<file path="config.mk">
export PLATFORM = sky130hd
export DESIGN_NAME = i2c_target_regs
export DESIGN_NICKNAME = d
export VERILOG_FILES = /design/src/rtl/i2c_target_regs.sv
export SDC_FILE = /design/constraint.sdc
export NUM_CORES = 1
export LEC_CHECK = 0
export ABC_AREA = 1
export CORE_MARGIN = 3
export CORE_UTILIZATION = 55
export CTS_BUF_LIST = sky130_fd_sc_hd__clkbuf_8
export DETAILED_ROUTE_END_ITERATION = 16
export GPL_ROUTABILITY_DRIVEN = 0
export PLACE_DENSITY = 0.81
export SYNTH_ARGS = -nofsm -noshare
export SYNTH_HDL_FRONTEND = slang
export SYNTH_SLANG_ARGS = --single-unit
</file>
<file path="constraint.sdc">
create_clock -name clk -period 4.35 [get_ports clk]
set_input_delay 0.87 -clock clk [delete_from_list [all_inputs] [get_ports clk]]
set_output_delay 0.87 -clock clk [all_outputs]
set_load 0.02 [all_outputs]
</file>
<file path="src/rtl/i2c_target_regs.sv">
// i2c_target_regs: I2C target exposing a byte register file, with filtered SCL/SDA and open-drain SDA.
module i2c_target_regs #(
  parameter logic [6:0] ADDR = 7'h2A,
  parameter int NUM_REGS = 8,
  parameter int FILTER_LEN = 3
) (
  input  logic                        clk,
  input  logic                        reset_n,
  input  logic                        scl_in,
  input  logic                        sda_in,
  output logic                        sda_oe,
  output logic [8*NUM_REGS-1:0]       regs_flat,
  output logic                        wr_strobe,
  output logic [$clog2(NUM_REGS)-1:0] wr_addr,
  output logic                        busy
);
  localparam int PW = $clog2(NUM_REGS);
  localparam int FW = $clog2(FILTER_LEN + 1);
  typedef enum logic [2:0] {S_IDLE, S_ADDR, S_ACK, S_WR_PTR, S_WR_DATA, S_RD_DATA, S_RD_ACK, S_WAIT} state_t;
  state_t state, nxt;
  logic [1:0] raw, meta, syn, filt, filt_q;
  logic [FW-1:0] fcnt [2];
  logic scl, sda, rise, fall, start, stop, ak;
  logic [3:0] cnt;
  logic [7:0] sh, rx, cur;
  logic [PW-1:0] ptr;
  assign raw = {sda_in, scl_in};
  // Bit 0 is SCL, bit 1 is SDA; both idle high
  always_ff @(posedge clk or negedge reset_n)
    if (!reset_n) begin
      meta <= '1;
      syn <= '1;
      filt <= '1;
      filt_q <= '1;
      fcnt <= '{default: '0};
    end else begin
      meta <= raw;
      syn <= meta;
      filt_q <= filt;
      for (int i = 0; i < 2; i++)
        if (syn[i] == filt[i]) fcnt[i] <= '0;
        else if (fcnt[i] == FW'(FILTER_LEN - 1)) begin
          filt[i] <= syn[i];
          fcnt[i] <= '0;
        end else fcnt[i] <= fcnt[i] + 1'b1;
    end
  assign scl = filt[0];
  assign sda = filt[1];
  assign rise = scl & ~filt_q[0];
  assign fall = ~scl & filt_q[0];
  assign start = scl & filt_q[0] & filt_q[1] & ~sda;
  assign stop = scl & filt_q[0] & ~filt_q[1] & sda;
  assign rx = {sh[6:0], sda};
  assign cur = regs_flat[{ptr, 3'b000} +: 8];
  always_ff @(posedge clk or negedge reset_n)
    if (!reset_n) begin
      state <= S_IDLE;
      nxt <= S_IDLE;
      cnt <= '0;
      ak <= 1'b0;
      sh <= '0;
      ptr <= '0;
      sda_oe <= 1'b0;
      regs_flat <= '0;
      wr_strobe <= 1'b0;
      wr_addr <= '0;
      busy <= 1'b0;
    end else begin
      wr_strobe <= 1'b0;
      if (stop) begin
        state <= S_IDLE;
        sda_oe <= 1'b0;
        busy <= 1'b0;
        cnt <= '0;
        ak <= 1'b0;
      end else if (start) begin
        state <= S_ADDR;
        sda_oe <= 1'b0;
        busy <= 1'b1;
        cnt <= '0;
        ak <= 1'b0;
      end else
        case (state)
          S_ADDR, S_WR_PTR, S_WR_DATA:
            if (rise) begin
              sh <= rx;
              cnt <= (cnt == 4'd7) ? '0 : cnt + 4'd1;
              if (cnt == 4'd7) begin
                state <= S_ACK;
                nxt <= S_WR_DATA;
                if (state == S_ADDR) begin
                  nxt <= rx[0] ? S_RD_DATA : S_WR_PTR;
                  if (rx[7:1] != ADDR) begin
                    state <= S_IDLE;
                    busy <= 1'b0;
                  end
                end else if (state == S_WR_PTR) ptr <= rx[PW-1:0];
                else begin
                  regs_flat[{ptr, 3'b000} +: 8] <= rx;
                  wr_addr <= ptr;
                  wr_strobe <= 1'b1;
                  ptr <= ptr + 1'b1;
                end
              end
            end
          // First fall drives ACK, second fall releases it or presents read bit 7
          S_ACK:
            if (fall) begin
              ak <= ~ak;
              sda_oe <= ~ak;
              if (ak) begin
                state <= nxt;
                cnt <= '0;
                if (nxt == S_RD_DATA) begin
                  sh <= cur;
                  sda_oe <= ~cur[7];
                end
              end
            end
          S_RD_DATA:
            if (rise) begin
              sh <= {sh[6:0], 1'b0};
              cnt <= cnt + 4'd1;
            end else if (fall) begin
              sda_oe <= (cnt == 4'd8) ? 1'b0 : ~sh[7];
              if (cnt == 4'd8) begin
                state <= S_RD_ACK;
                ptr <= ptr + 1'b1;
                cnt <= '0;
              end
            end
          S_RD_ACK:
            if (rise) begin
              if (sda) state <= S_WAIT;
              else ak <= 1'b1;
            end else if (fall && ak) begin
              ak <= 1'b0;
              state <= S_RD_DATA;
              sh <= cur;
              sda_oe <= ~cur[7];
            end
          default: ;
        endcase
    end
endmodule

</file>
==> impl_metrics.json <==
{
  "initial_core_util": 0.5720,
  "startpoint": "ptr[1]",
  "synth.distinct_cells": 26,
  "cts_buffer_depth": 2,
  "wl_per_cell_um": 17.40,
  "worst_skew_pair.late_latency_ps": 380,
  "cp_max_fo": 28,
  "power.density_mw_per_mm2": 556.2,
  "required_ps": 4630,
  "grt_overflow": 0,
  "startpoint_type": "flip-flop",
  "ant_nets": 0,
  "grt_setup_unrepaired": "false",
  "dr.pass1.iters": 6,
  "post_cts_resized": 0,
  "grt_pass1_vias": 4930,
  "crit_buf_inv": 3,
  "core_mm2": 0.009371,
  "clock-sinks": 104,
  "ys_ff_latch": 104,
  "leakagePower_nw": 2.905,
  "cts_tree": "done",
  "routed_via_density": 5.933,
  "wl_um": 15540,
  "yosys.area.top_type": "dfrtp_1",
  "setup_viol": 0,
  "hold_viol_final": 0,
  "ir_drop_mv": 0.2301,
  "tightest_slew_ps": 1013,
  "num_rows": 35,
  "cpLargestDelayFamily": "buffers and inverters",
  "synthTopCellsByArea": "dfrtp_1 (45%), nand2_1 (14%), o21ai_0 (11%)",
  "end_kind": "flip-flop",
  "synth_edf_count": 0,
  "area_growth_pct": 19.19,
  "postCtsHoldBufs": 0,
  "antenna_found_initial": 0,
  "cts_max_level": 3,
  "max_stage_delay_ps": 500,
  "worstPathCellList": "buf_4, inv_1, ha_1, inv_1, nand2_1, nor3_1, nand3_1, o21ai_0",
  "max-cap-violations": 0,
  "ys_dominant_reg_cell": "dfrtp_1",
  "gr-usage-all-layers": 0.2881,
  "min_period_ps": 3097,
  "grt_max_degree": 63,
  "syn_nets": 718,
  "finalPower_w": 0.003553,
  "synthTopCellsByCount": "nand2_1 (199), o21ai_0 (113), dfrtp_1 (96)",
  "worst_path_most_repeated_cell": "inv_1",
  "hpwl_um": 11110,
  "setup_slack_ps": 1253,
  "cts_setup_buffers": 0,
  "vias": 5298,
  "chipHeight_um": 104.7,
  "cts_root_buffer": "clkbuf_8",
  "fp.dieW_um": 104.7,
  "slowest_stage": "ha_1",
  "timing.rr.start": "ptr[1]",
  "ioPinCount": 74,
  "synthesis.area_mm2": 0.005360,
  "fin_crit_sh": 0.7119,
  "cp.arrival_ps": 3380,
  "max_freq_ghz": 0.3229,
  "n_antenna_cell": 0,
  "place_ws_ps": 1458,
  "port-buffer-count": 73,
  "yosys_warnings": 0,
  "drc": 0,
  "critPathKind": "flip-flop to flip-flop",
  "avgSynthCellArea_um2": 7.625,
  "finClkSkew_ps": 20.94,
  "synthArstFlopShare": 1.000,
  "tns_ps": 0,
  "yosysSeqAreaShare": 0.4874,
  "cts_made_buffers": 9,
  "yosysMostFrequentCell": "nand2_1",
  "hold_class": "primary input to asynchronous set/reset pin",
  "postSynthCellCount": 703,
  "drive_above_1_share": 0.04058,
  "nets": 774,
  "outcome": "complete, no violations",
  "die_area_mm2": 0.01097,
  "initialDrtViolationCount": 686,
  "slew_violations": 0,
  "grt_pass1_wl_um": 25270,
  "cts.clk_slew.worst_paths_ps": 110,
  "relSlewSlack": 0.3221,
  "synth_top_area_share": 0.4482
}
-- registers in the layout (all words and copies together), names as in the netlist, 3 cells and up --
register and count:
ptr 3, cnt 4, nxt 3, fcnt 4, state 3, wr_addr 3
regs_flat 64, sh 8
-- metal layers --
layer,vias up,share of wire,GRT usage
met1,2430,0.40,0.3922
li1,2429,-,-
met2,369,0.44,0.4335
met3,70,0.13,0.09018
met4,0,0.034,0.1087
met5,-,0,0
-- stage by stage --
stage	instance area [um^2]	hold WS [ps]	std cells	util
final	6389	246.4	893	0.6817
after global routing	6389	235.0	893	0.6817
after CTS	6389	247.3	893	0.6817
after detailed placement	6151	349.1	877	0.6563
after global placement	6151	347.1	877	0.6563
after floorplan	5360	345.2	703	-
-- cell type report --
type | count | area [um^2]
clock buffers | 9 | 123.9
clock inverters | 7 | 113.9
fillers | 804 | 2983
inverters | 53 | 198.9
multi-input cells | 513 | 2412
flip-flops and latches | 104 | 2613
well taps | 129 | 161.4
repair buffers | 78 | 765.7
-- layout by cell type, fill, tap and decap left out, drive strengths merged, types with 2 or more instances in the layout --
cell type and instances:
nand2 199, inv 53, ha 11, clkbuf 9, clkdlybuf4s50 72, nand3b 2
bufinv 3, a21oi 5, nor2 83, nand3 45, buf 6, o211ai 19
nand4 19, nor3 8, dfrtp 96, o21ai 113, clkinv 3, xor2 2
dfstp 8, xnor2 3
-- worst reg2reg max path, cell delays in order (launching register included) --
cell,delay [ps]
dfrtp_1,330
buf_4,280
inv_1,300
ha_1,500
inv_1,460
nand2_1,150
nor3_1,180
nand3_1,440
o21ai_0,360
-- report_power, final --
group          switching (W)  internal, W
clock               0.000336     0.000379
sequential          0.000119      0.00110
combinational        0.00117     0.000444
total                0.00163      0.00193
-- logic make-up (layout without fill, tap and decap cells) --
logic type | after synthesis | after routing | share of synthesized area
AO/OA/AOI/OAI | 139 | 139 | 0.1391
XOR/XNOR | 5 | 5 | 0.008171
flip-flops | 104 | 104 | 0.4874
AND/OR/NAND/NOR | 358 | 358 | 0.2771
buffers and inverters | 86 | 147 | 0.06256
adder cells (fa/ha/maj) | 11 | 11 | 0.02568
-- worst paths after layout --
| kind | depth (start not counted) | to | slack (ps) |
|---|---|---|---|
| max | 8 | regs_flat[36] | 1250 |
| min | 1 | regs_flat[13] | 250 |
| max reg2reg | 8 | regs_flat[36] | 1250 |
| min reg2reg | 0 | syn[0] | 360 |
| max in group asynchronous | 2 | fcnt[3] | 3150 |
| min in group clk | 0 | syn[0] | 360 |
No activity file was read; power rests on OpenSTA's default activity.
